`src/rtl/mem_pkg.sv`:
```
// rtl/mem_pkg.sv - shared types and constants for the data-memory access controller
// Also carries the common.vh load/store encodings, guarded so a real common.vh takes precedence.
`ifndef MEM_LOAD
`define MEM_LOAD 2'b01
`endif
`ifndef MEM_STOR
`define MEM_STOR 2'b10
`endif

package mem_pkg;

  typedef enum logic [1:0] {
    ST_IDLE = 2'd0,
    ST_REQ  = 2'd1,
    ST_WAIT = 2'd2,
    ST_DONE = 2'd3
  } state_e;

  localparam logic [1:0] SZ_BYTE = 2'd0;
  localparam logic [1:0] SZ_HALF = 2'd1;
  localparam logic [1:0] SZ_WORD = 2'd2;

  localparam logic [1:0] LANE_B0 = 2'd0;
  localparam logic [1:0] LANE_B1 = 2'd1;
  localparam logic [1:0] LANE_B2 = 2'd2;
  localparam logic [1:0] LANE_B3 = 2'd3;
  localparam logic       LANE_H_HI = 1'b1;

  // Sub-word stores replicate the data across all lanes; the bus picks the lane from the address.
  function automatic logic [31:0] store_lanes(input logic [1:0] size, input logic [31:0] wd);
    case (size)
      SZ_BYTE: store_lanes = {4{wd[7:0]}};
      SZ_HALF: store_lanes = {2{wd[15:0]}};
      default: store_lanes = wd;
    endcase
  endfunction

endpackage

```
`src/rtl/mem_access_ctrl_if.sv`:
```
// rtl/mem_access_ctrl_if.sv - pipeline and data-bus signals of the memory access controller
interface mem_access_ctrl_if #(
  parameter int ADDR_W = 32
);
  logic              mem_en_i;
  logic [1:0]        mem_type_i;
  logic [1:0]        mem_size_i;
  logic              mem_signed_i;
  logic [ADDR_W-1:0] addr_i;
  logic [31:0]       wdata_i;
  logic              flush_i;

  logic              data_req_o;
  logic              data_wr_o;
  logic [1:0]        data_size_o;
  logic [ADDR_W-1:0] data_addr_o;
  logic [31:0]       data_wdata_o;
  logic              data_addr_ok_i;
  logic              data_data_ok_i;
  logic [31:0]       data_rdata_i;

  logic              mem_stall_o;
  logic              data_ok_o;
  logic [31:0]       rdata_o;
  logic              addr_err_o;

  modport slave (
    input  mem_en_i, mem_type_i, mem_size_i, mem_signed_i, addr_i, wdata_i, flush_i,
    input  data_addr_ok_i, data_data_ok_i, data_rdata_i,
    output data_req_o, data_wr_o, data_size_o, data_addr_o, data_wdata_o,
    output mem_stall_o, data_ok_o, rdata_o, addr_err_o
  );

  modport master (
    output mem_en_i, mem_type_i, mem_size_i, mem_signed_i, addr_i, wdata_i, flush_i,
    output data_addr_ok_i, data_data_ok_i, data_rdata_i,
    input  data_req_o, data_wr_o, data_size_o, data_addr_o, data_wdata_o,
    input  mem_stall_o, data_ok_o, rdata_o, addr_err_o
  );
endinterface

```
`src/rtl/load_align.sv`:
```
// rtl/load_align.sv - selects the addressed byte/half lane of a read word and extends it to 32 bits
module load_align
  import mem_pkg::*;
(
  input  logic [31:0] rdata_i,
  input  logic [1:0]  lane_i,
  input  logic [1:0]  size_i,
  input  logic        signed_i,
  output logic [31:0] data_o
);

  logic [7:0]  byte_sel;
  logic [15:0] half_sel;

  always_comb begin
    byte_sel = rdata_i[7:0];
    case (lane_i)
      LANE_B0: byte_sel = rdata_i[7:0];
      LANE_B1: byte_sel = rdata_i[15:8];
      LANE_B2: byte_sel = rdata_i[23:16];
      LANE_B3: byte_sel = rdata_i[31:24];
      default: byte_sel = rdata_i[7:0];
    endcase

    half_sel = rdata_i[15:0];
    if (lane_i[1] == LANE_H_HI) half_sel = rdata_i[31:16];

    case (size_i)
      SZ_BYTE: data_o = {{24{signed_i & byte_sel[7]}}, byte_sel};
      SZ_HALF: data_o = {{16{signed_i & half_sel[15]}}, half_sel};
      default: data_o = rdata_i;
    endcase
  end

endmodule

```
`src/rtl/mem_access_ctrl.sv`:
```
// rtl/mem_access_ctrl.sv - MEM-stage load/store sequencer for a req/addr_ok/data_ok data bus
// Flushes that arrive after a request is issued still drain the response so the bus stays in step.
module mem_access_ctrl
  import mem_pkg::*;
#(
  parameter int ADDR_W = 32
) (
  input  logic clk,
  input  logic rst,
  mem_access_ctrl_if.slave bus
);

  state_e            state_q, state_d;
  logic              drop_q, drop_d;
  logic [ADDR_W-1:0] addr_q, addr_d;
  logic              store_q, store_d;
  logic [1:0]        size_q, size_d;
  logic              signed_q, signed_d;
  logic [31:0]       wdata_q, wdata_d;
  logic [31:0]       resp_q, resp_d;
  logic [31:0]       rdata_q, rdata_d;
  logic [31:0]       aligned;
  logic              misalign;

  load_align u_load_align (
    .rdata_i  (resp_q),
    .lane_i   (addr_q[1:0]),
    .size_i   (size_q),
    .signed_i (signed_q),
    .data_o   (aligned)
  );

  assign misalign = ((bus.mem_size_i == SZ_WORD) && (bus.addr_i[1:0] != 2'b00)) ||
                    ((bus.mem_size_i == SZ_HALF) && bus.addr_i[0]);

  always_comb begin
    state_d        = state_q;
    drop_d         = drop_q;
    addr_d         = addr_q;
    store_d        = store_q;
    size_d         = size_q;
    signed_d       = signed_q;
    wdata_d        = wdata_q;
    resp_d         = resp_q;
    rdata_d        = rdata_q;
    bus.data_req_o  = 1'b0;
    bus.mem_stall_o = 1'b0;
    bus.data_ok_o   = 1'b0;
    bus.addr_err_o  = 1'b0;

    case (state_q)
      ST_IDLE: begin
        drop_d = 1'b0;
        // rst gating keeps the combinational outputs quiet while reset is held
        if (!rst && bus.mem_en_i) begin
          if (misalign) begin
            bus.addr_err_o = 1'b1;
          end else if (!bus.flush_i) begin
            addr_d          = bus.addr_i;
            store_d         = (bus.mem_type_i == `MEM_STOR);
            size_d          = bus.mem_size_i;
            signed_d        = bus.mem_signed_i;
            wdata_d         = store_lanes(bus.mem_size_i, bus.wdata_i);
            bus.mem_stall_o = 1'b1;
            state_d         = ST_REQ;
          end
        end
      end
      ST_REQ: begin
        bus.data_req_o  = 1'b1;
        bus.mem_stall_o = 1'b1;
        if (bus.flush_i) drop_d = 1'b1;
        if (bus.data_addr_ok_i) begin
          if (bus.data_data_ok_i) begin
            resp_d  = bus.data_rdata_i;
            state_d = ST_DONE;
          end else begin
            state_d = ST_WAIT;
          end
        end
      end
      ST_WAIT: begin
        bus.mem_stall_o = 1'b1;
        if (bus.flush_i) drop_d = 1'b1;
        if (bus.data_data_ok_i) begin
          resp_d  = bus.data_rdata_i;
          state_d = ST_DONE;
        end
      end
      ST_DONE: begin
        bus.mem_stall_o = drop_q;
        if (!drop_q && !bus.flush_i) begin
          bus.data_ok_o = 1'b1;
          if (!store_q) rdata_d = aligned;
        end
        drop_d  = 1'b0;
        state_d = ST_IDLE;
      end
      default: state_d = ST_IDLE;
    endcase
  end

  // rdata_o shows the committed value already in DONE and holds it afterwards
  assign bus.rdata_o      = rdata_d;
  assign bus.data_wr_o    = store_q;
  assign bus.data_size_o  = size_q;
  assign bus.data_addr_o  = addr_q;
  assign bus.data_wdata_o = wdata_q;

  always_ff @(posedge clk or posedge rst) begin
    if (rst) begin
      state_q  <= ST_IDLE;
      drop_q   <= 1'b0;
      addr_q   <= '0;
      store_q  <= 1'b0;
      size_q   <= SZ_BYTE;
      signed_q <= 1'b0;
      wdata_q  <= '0;
      resp_q   <= '0;
      rdata_q  <= '0;
    end else begin
      state_q  <= state_d;
      drop_q   <= drop_d;
      addr_q   <= addr_d;
      store_q  <= store_d;
      size_q   <= size_d;
      signed_q <= signed_d;
      wdata_q  <= wdata_d;
      resp_q   <= resp_d;
      rdata_q  <= rdata_d;
    end
  end

endmodule

```
`src/flat_wrapper.sv`:
```
// flat-port wrapper written by rule: the top's interface ports become plain ports
module mem_access_ctrl_flat import mem_pkg::*;
#(
  parameter int ADDR_W = 32
)
  (clk, rst, bus_mem_en_i, bus_mem_type_i, bus_mem_size_i, bus_mem_signed_i, bus_addr_i, bus_wdata_i, bus_flush_i, bus_data_addr_ok_i, bus_data_data_ok_i, bus_data_rdata_i, bus_data_req_o, bus_data_wr_o, bus_data_size_o, bus_data_addr_o, bus_data_wdata_o, bus_mem_stall_o, bus_data_ok_o, bus_rdata_o, bus_addr_err_o);
  mem_access_ctrl_if #(.ADDR_W(ADDR_W)) bus_i ();
  input  logic clk;
  input  logic rst;
  input wire logic [$bits(bus_i.mem_en_i)-1:0] bus_mem_en_i;
  input wire logic [$bits(bus_i.mem_type_i)-1:0] bus_mem_type_i;
  input wire logic [$bits(bus_i.mem_size_i)-1:0] bus_mem_size_i;
  input wire logic [$bits(bus_i.mem_signed_i)-1:0] bus_mem_signed_i;
  input wire logic [$bits(bus_i.addr_i)-1:0] bus_addr_i;
  input wire logic [$bits(bus_i.wdata_i)-1:0] bus_wdata_i;
  input wire logic [$bits(bus_i.flush_i)-1:0] bus_flush_i;
  input wire logic [$bits(bus_i.data_addr_ok_i)-1:0] bus_data_addr_ok_i;
  input wire logic [$bits(bus_i.data_data_ok_i)-1:0] bus_data_data_ok_i;
  input wire logic [$bits(bus_i.data_rdata_i)-1:0] bus_data_rdata_i;
  output wire logic [$bits(bus_i.data_req_o)-1:0] bus_data_req_o;
  output wire logic [$bits(bus_i.data_wr_o)-1:0] bus_data_wr_o;
  output wire logic [$bits(bus_i.data_size_o)-1:0] bus_data_size_o;
  output wire logic [$bits(bus_i.data_addr_o)-1:0] bus_data_addr_o;
  output wire logic [$bits(bus_i.data_wdata_o)-1:0] bus_data_wdata_o;
  output wire logic [$bits(bus_i.mem_stall_o)-1:0] bus_mem_stall_o;
  output wire logic [$bits(bus_i.data_ok_o)-1:0] bus_data_ok_o;
  output wire logic [$bits(bus_i.rdata_o)-1:0] bus_rdata_o;
  output wire logic [$bits(bus_i.addr_err_o)-1:0] bus_addr_err_o;
  assign bus_i.mem_en_i = bus_mem_en_i;
  assign bus_i.mem_type_i = bus_mem_type_i;
  assign bus_i.mem_size_i = bus_mem_size_i;
  assign bus_i.mem_signed_i = bus_mem_signed_i;
  assign bus_i.addr_i = bus_addr_i;
  assign bus_i.wdata_i = bus_wdata_i;
  assign bus_i.flush_i = bus_flush_i;
  assign bus_i.data_addr_ok_i = bus_data_addr_ok_i;
  assign bus_i.data_data_ok_i = bus_data_data_ok_i;
  assign bus_i.data_rdata_i = bus_data_rdata_i;
  assign bus_data_req_o = bus_i.data_req_o;
  assign bus_data_wr_o = bus_i.data_wr_o;
  assign bus_data_size_o = bus_i.data_size_o;
  assign bus_data_addr_o = bus_i.data_addr_o;
  assign bus_data_wdata_o = bus_i.data_wdata_o;
  assign bus_mem_stall_o = bus_i.mem_stall_o;
  assign bus_data_ok_o = bus_i.data_ok_o;
  assign bus_rdata_o = bus_i.rdata_o;
  assign bus_addr_err_o = bus_i.addr_err_o;
  mem_access_ctrl #(.ADDR_W(ADDR_W)) u_core (.clk(clk), .rst(rst), .bus(bus_i));
endmodule
```
`config.mk`:
```
export PLATFORM = sky130hd
export DESIGN_NAME = mem_access_ctrl_flat
export DESIGN_NICKNAME = d
export VERILOG_FILES = /design/src/rtl/mem_pkg.sv /design/src/rtl/mem_access_ctrl_if.sv /design/src/rtl/load_align.sv /design/src/rtl/mem_access_ctrl.sv /design/src/flat_wrapper.sv
export SDC_FILE = /design/constraint.sdc
export NUM_CORES = 1
export LEC_CHECK = 0
export ABC_AREA = 1
export CAP_MARGIN = 20
export CORE_MARGIN = 1.5
export CORE_UTILIZATION = 50
export CTS_CLUSTER_SIZE = 12
export DETAILED_ROUTE_END_ITERATION = 7
export PLACE_DENSITY = 0.93
export REMOVE_ABC_BUFFERS = 1
export SLEW_MARGIN = 30
export SYNTH_ARGS = -nofsm -noshare
export SYNTH_HDL_FRONTEND = slang
export SYNTH_SLANG_ARGS = --single-unit
```
`constraint.sdc`:
```
create_clock -name clk -period 18.02 [get_ports clk]
set_clock_uncertainty 0.1 [all_clocks]
set_input_delay 3.604 -clock clk [delete_from_list [all_inputs] [get_ports clk]]
set_output_delay 3.604 -clock clk [all_outputs]
set_load 0.02 [all_outputs]
```
==> results.py, run 1 <==
metrics = {
    "synthesis": {
        "yosysSeqAreaShare_pct": 53.7,
        "syn_area_per_cell_sq_um": 8.28,
        "syn_inst": 760,
        "netlist-cell-type-count": 29,
        "netlist_area_sq_mm": 0.00629,
        "ys_warn_count": 0,
        "ys_ff_latch": 135,
    },
    "timing": {
        "maxSlewViolCount": 0,
        "hold_viol": 0,
        "layout_min_cycle_time_ns": 9.99,
        "fin_setup_tns_ns": 0,
        "worst_slew_pin_slew_ns": 0.972,
        "period_share_pct": 55.5,
        "slew_headroom_pct": 35.2,
        "finalSetupViolCount": 0,
        "rsz0062_at_grt": "no",
        "fmax_mhz": 100,
    },
    "worst_setup_path": {
        "r2r_slack_ns": 15.15,
        "cp-start-kind": "primary input",
        "crit_start": "rst",
        "crit_top_cell": "clkdlybuf4s50_1",
        "setup.worst_path.end": "bus_mem_stall_o",
        "cpPeakStageDelay_ns": 0.63,
        "crit_required_ns": 14.32,
        "r2r-start": "u_core.state_q[0]$_DFFE_PP0P_",
        "cpMaxStageDelayCell": "clkdlybuf4s50_1",
        "ff2ff_path_depth": 8,
        "timing.rr.end": "u_core.bus.data_wdata_o[17]$_DFFE_PP0P_",
        "crit_path_end_kind": "output port",
        "critPathArrivalTime_ns": 6.29,
        "crit_path_max_fanout": 90,
        "crit_type": "in -> out",
        "path_cells": "clkdlybuf4s50_1 > inv_6 > nand3_1 > nor2_1 > nand2_4 > o21ai_0 > clkdlybuf4s50_1",
    },
    "grt": {
        "grt_pass1_vias": 5828,
        "antenna_found_initial": 0,
        "grt_max_degree": 91,
        "grt_first_pass_wirelength_um": 28600,
        "gr-usage-all-layers_pct": 28.3,
        "overflow": 0,
    },
    "floorplanning": {
        "start_util_pct": 51.8,
        "die_h_um": 115,
        "fp.dieW_um": 115,
        "rows": 40,
        "dieArea_sq_mm": 0.0133,
        "core_sq_mm": 0.0122,
        "pin_count": 210,
    },
    "routing": {
        "drc_errors": 0,
        "ant_nets": 0,
        "dr_total_vias": 5839,
        "wl_um": 18300,
        "dr.pass1.iters": 5,
        "via_per_inst": 5.15,
        "drt_iter0_drc": 460,
        "wire_per_inst_um": 16.1,
    },
    "clock_tree": {
        "cts_made_buffers": 17,
        "cts_max_path_buffers": 2,
        "insertion_delay_ns": 0.42,
        "path_clk_slew_ns": 0.06,
        "hold_buffers": 0,
        "post_cts_resized": 0,
        "cts_tree": "done",
        "h-tree-depth": 4,
        "cts_root_buf": "clkbuf_16",
        "cts_setup_buffers": 0,
        "clkSinkCount": 135,
    },
    "place": {
        "dp_hpwl_um": 12100,
        "place_congestion": 0.853,
        "io_buffers": 209,
        "dp.cells": 1103,
    },
    "pwr": {
        "fin_total_pwr_mw": 1.76,
        "ir_worst_vdd_uv": 133,
        "p_leak_nw": 4.44,
        "p_per_area_mw_per_mm2": 193,
    },
    "final_layout": {
        "layout-drive-gt1-share_pct": 8.59,
        "antennaDiodeCount": 0,
        "area_growth_pct": 45.3,
        "n_fill_cell": 855,
        "fin_cells": 1134,
        "post-route-util_pct": 75.2,
        "final_nets": 1065,
    },
    "job": {
        "cap_violations": 0,
    },
    "min_path": {
        "hold_start": "u_core.bus.data_wdata_o[22]$_DFFE_PP0P_",
        "hp-class": "reg -> reg",
    },
    "status": {
        "status": "complete, no violations",
    },
}
## synth_stat cells (all sizes together)
cell type | number | area (sq um)
a21boi | 9 | 67.6
a21oi | 44 | 220
and3 | 1 | 6.26
buf | 24 | 138
clkbuf | 13 | 48.8
dfrtp | 135 | 3380
ha | 4 | 50.1
inv | 73 | 274
mux2 | 18 | 203
nand2 | 267 | 1010
nand3 | 35 | 190
nand3b | 2 | 15.0
nand4 | 1 | 6.26
nor2 | 36 | 143
nor3b | 1 | 7.51
o211ai | 6 | 45.0
o21ai | 64 | 320
o21bai | 1 | 7.51
o22a | 1 | 8.76
or2 | 25 | 156
## placed cells by master, fill, tap and decap left out, types with 2 or more instances in the layout
master / n
nor2_1: 35
clkinvlp_4: 2
clkbuf_8: 2
o211ai_1: 6
nand2_1: 266
clkdlybuf4s50_1: 208
mux2_2: 18
or2_2: 21
ha_1: 4
inv_1: 69
clkinv_4: 2
a21boi_0: 5
buf_4: 2
bufinv_16: 7
a21boi_1: 4
o21ai_0: 63
clkbuf_16: 17
a21oi_1: 44
nand3_2: 2
dfrtp_1: 135
nand3b_1: 2
or2_0: 4
nand3_1: 32
inv_2: 3
## layout make-up
class / instances / area, sq um / area share (%)
Timing Repair Buffer: 212 / 2110 / 23.1
Multi-Input combinational cell: 515 / 2460 / 26.9
Clock buffer: 19 / 453 / 4.95
Clock inverter: 12 / 248 / 2.71
Sequential cell: 135 / 3380 / 36.9
Tap cell: 168 / 210 / 2.30
Inverter: 73 / 279 / 3.05
## cells by family after synthesis
kind of cell / synth area share (%)
and+or+nand+nor: 24.4
DFF: 53.7
AOI/OAI and AO/OA: 10.6
buffers and inverters: 7.31
muxes: 3.22
adders and majority gates: 0.795
## per-stage QoR
stage	cell area (sq um)	setup WS, ns	hold WS (ns)
floorplan	6110	6.52	0.380
global placement	8440	7.71	0.361
detailed placement	8440	7.96	0.364
CTS	9140	7.95	0.380
global route	9150	7.73	0.394
finish	9150	8.03	0.378
## power by group
group	internal, mW	total [mW]	switching (mW)
sequential	0.451	0.550	0.0985
clock	0.280	0.411	0.131
combinational	0.364	0.803	0.440
## per-layer routing
layer | global-route usage (%) | part of all wire [%] | up-vias
met5 | 0 | 0 | -
met4 | 10.8 | 2.3 | 0
met3 | 11.3 | 10 | 34
met2 | 47.5 | 49 | 249
met1 | 32.9 | 38 | 2774
li1 | - | - | 2782
## flip-flops by register name (all words and copies together) (netlist names)
| name | flops |
|---|---|
| u_core.state_q | 2 |
| u_core.bus.data_addr_o | 32 |
| u_core.bus.data_wr_o | 1 |
| u_core.rdata_q | 32 |
| u_core.signed_q | 1 |
| u_core.bus.data_wdata_o | 32 |
| u_core.drop_q | 1 |
| u_core.resp_q | 32 |
| u_core.bus.data_size_o | 2 |
## worst min path at each step
stage,depth (start not counted),slack (ns),end
floorplan,1,0.38,u_core.resp_q[6]$_DFFE_PP0P_
global placement,2,0.36,u_core.bus.data_addr_o[28]$_DFFE_PP0P_
detailed placement,2,0.36,u_core.bus.data_wdata_o[22]$_DFFE_PP0P_
CTS,2,0.38,u_core.bus.data_wdata_o[22]$_DFFE_PP0P_
global route,2,0.39,u_core.bus.data_addr_o[26]$_DFFE_PP0P_
finish,2,0.38,u_core.bus.data_wdata_o[22]$_DFFE_PP0P_
## worst max-delay path, delay by kind of cell
family	cells	cell delay, ns
compound gates	1	0.24
buf+inv	3	1.51
simple gates	3	0.89
(Power assumes the default switching activity.)
==> run 2: changes to the inputs <==
--- a/config.mk
+++ b/config.mk
@@ -8,10 +8,10 @@
 export ABC_AREA = 1
 export CAP_MARGIN = 20
 export CORE_MARGIN = 1.5
-export CORE_UTILIZATION = 50
+export CORE_UTILIZATION = 46
 export CTS_CLUSTER_SIZE = 12
 export DETAILED_ROUTE_END_ITERATION = 7
-export PLACE_DENSITY = 0.93
+export PLACE_DENSITY = 0.87
 export REMOVE_ABC_BUFFERS = 1
 export SLEW_MARGIN = 30
 export SYNTH_ARGS = -nofsm -noshare
==> constraint.sdc (replaced) <==
create_clock -name clk -period 10.21 [get_ports clk]
set_clock_uncertainty 0.1 [all_clocks]
set_input_delay 2.042 -clock clk [delete_from_list [all_inputs] [get_ports clk]]
set_output_delay 2.042 -clock clk [all_outputs]
set_load 0.02 [all_outputs]
==> results.py, run 2 (synthesized netlist as in run 1, its figures left out) <==
metrics = {
    "status": {
        "status": "complete, no violations",
    },
    "pwr": {
        "fin_total_pwr_mw": 2.97,
        "p_clk_share_pct": 20.1,
        "p_sw_share_pct": 39.4,
        "p_int_mw": 1.80,
        "p_leak_nw": 4.39,
        "p_per_area_mw_per_mm2": 329,
        "power.switching_mw": 1.17,
        "power_frac_seq_pct": 31.7,
        "ir_worst_vdd_uv": 168,
        "power_frac_comb_pct": 48.2,
    },
    "routing": {
        "wl_um": 18200,
        "via_per_inst": 5.11,
        "dr_total_vias": 5842,
        "dr.pass1.iters": 5,
        "drc_errors": 0,
        "wire_per_inst_um": 15.9,
        "ant_nets": 0,
        "drt_iter0_drc": 441,
    },
    "final_layout": {
        "fin_area_sq_mm": 0.00904,
        "fin_cells": 1144,
        "final_cell_mix": "nand2_1, clkdlybuf4s50_1, dfrtp_1",
        "n_fill_cell": 1076,
        "antennaDiodeCount": 0,
        "post-route-util_pct": 68.0,
        "mostFrequentLayoutCell": "nand2_1",
        "regArea_sq_mm": 0.00338,
        "area_growth_pct": 43.7,
        "final_nets": 1067,
        "multi_input_area_sq_mm": 0.00246,
        "layout-drive-gt1-share_pct": 8.68,
    },
    "timing": {
        "maxSlewViolCount": 0,
        "worst_slew_pin_slew_ns": 0.883,
        "layout_min_cycle_time_ns": 7.13,
        "finalSetupViolCount": 0,
        "fin_setup_tns_ns": 0,
        "slew_headroom_pct": 41.0,
        "hold_ws_ns": 0.381,
        "hold_viol": 0,
        "setup_ws_ns": 3.08,
        "period_share_pct": 69.9,
        "rsz0062_at_grt": "no",
        "fmax_mhz": 140,
    },
    "grt": {
        "overflow": 0,
        "antenna_found_initial": 0,
        "grt_first_pass_wirelength_um": 29100,
        "grt_max_degree": 91,
        "grt_pass1_vias": 5838,
        "gr-usage-all-layers_pct": 26.0,
    },
    "floorplanning": {
        "start_util_pct": 47.3,
        "pin_count": 210,
        "core_sq_mm": 0.0133,
        "dieArea_sq_mm": 0.0144,
        "fp.dieW_um": 120,
        "rows": 42,
        "die_h_um": 120,
    },
    "clock_tree": {
        "post_cts_resized": 0,
        "cts_tree": "done",
        "h-tree-depth": 4,
        "clkSinkCount": 135,
        "hold_buffers": 0,
        "cts_max_path_buffers": 2,
        "cts_setup_buffers": 0,
        "cts_root_buf": "clkbuf_16",
        "insertion_delay_ns": 0.43,
        "path_clk_slew_ns": 0.06,
        "cts_made_buffers": 17,
    },
    "job": {
        "cap_violations": 0,
    },
    "worst_setup_path": {
        "crit_path_max_fanout": 90,
        "crit_required_ns": 8.07,
        "r2r-start": "u_core.state_q[0]$_DFFE_PP0P_",
        "crit_start": "rst",
        "cp-start-kind": "primary input",
        "crit_type": "in -> out",
        "critPathArrivalTime_ns": 4.99,
        "crit_path_end_kind": "output port",
    },
    "place": {
        "io_buffers": 209,
        "place_congestion": 0.826,
        "preCtsSetupSlack_ns": 3.02,
        "dp.cells": 1113,
        "placed_area_sq_mm": 0.00846,
        "dp_hpwl_um": 11800,
    },
    "min_path": {
        "hold_start": "u_core.bus.data_wdata_o[19]$_DFFE_PP0P_",
        "hp-class": "reg -> reg",
    },
}
==> run 2: changes by cell type in the layout (fill, tap and decap cells not counted) <==
cell	change
buf_2	-1
clkdlybuf4s50_1	+1
clkinv_2	+4
buf_4	+2
clkbuf_8	-1
inv_6	-1
clkinvlp_4	+2
bufinv_16	-5
inv_4	+1
==> run 2: layout make-up <==
cell class                      count  share of cell area, %
Inverter                           73                   3.06
Clock inverter                     13                   1.47
Tap cell                          176                   2.43
Sequential cell                   135                   37.4
Timing Repair Buffer              214                   23.6
Multi-Input combinational cell    515                   27.2
Clock buffer                       18                   4.86
==> run 2: power by group through the flow <==
stage	registers, mW	logic [mW]	clock network, mW
after detailed placement	0.941	1.43	0
after global routing	0.973	1.56	0.628
after global placement	0.935	1.39	0
after CTS	0.941	1.44	0.601
after floorplan	1.09	0.624	0
final	0.943	1.43	0.597
==> run 2: path summary, 6_finish.rpt <==
kind / depth (start not counted) / endpoint / slack (ns)
hold / removal: 2 / u_core.bus.data_wdata_o[19]$_DFFE_PP0P_ / 0.38
setup / recovery: 7 / bus_mem_stall_o / 3.08
max in group asynchronous: 3 / u_core.resp_q[15]$_DFFE_PP0P_ / 6.83
hold reg to reg: 2 / u_core.bus.data_wdata_o[19]$_DFFE_PP0P_ / 0.38
min in group asynchronous: 2 / u_core.bus.data_wr_o$_DFFE_PP0P_ / 2.06
setup reg to reg: 8 / u_core.bus.data_size_o[0]$_DFFE_PP0P_ / 7.28
==> run 2: routing by layer <==
metal	share of wire [%]	track usage, %	wire length (um)
met1	40	31.1	7350
met2	49	43.2	8830
met3	9.1	9.46	1650
met4	1.8	9.23	330
met5	0	0	0
==> run 2: worst max-delay path, cell delays in order <==
cell	delay, ns
clkdlybuf4s50_1	0.46
inv_4	0.61
nand3_1	0.20
nor2_1	0.23
nand2_4	0.48
o21ai_0	0.28
clkdlybuf4s50_1	0.64
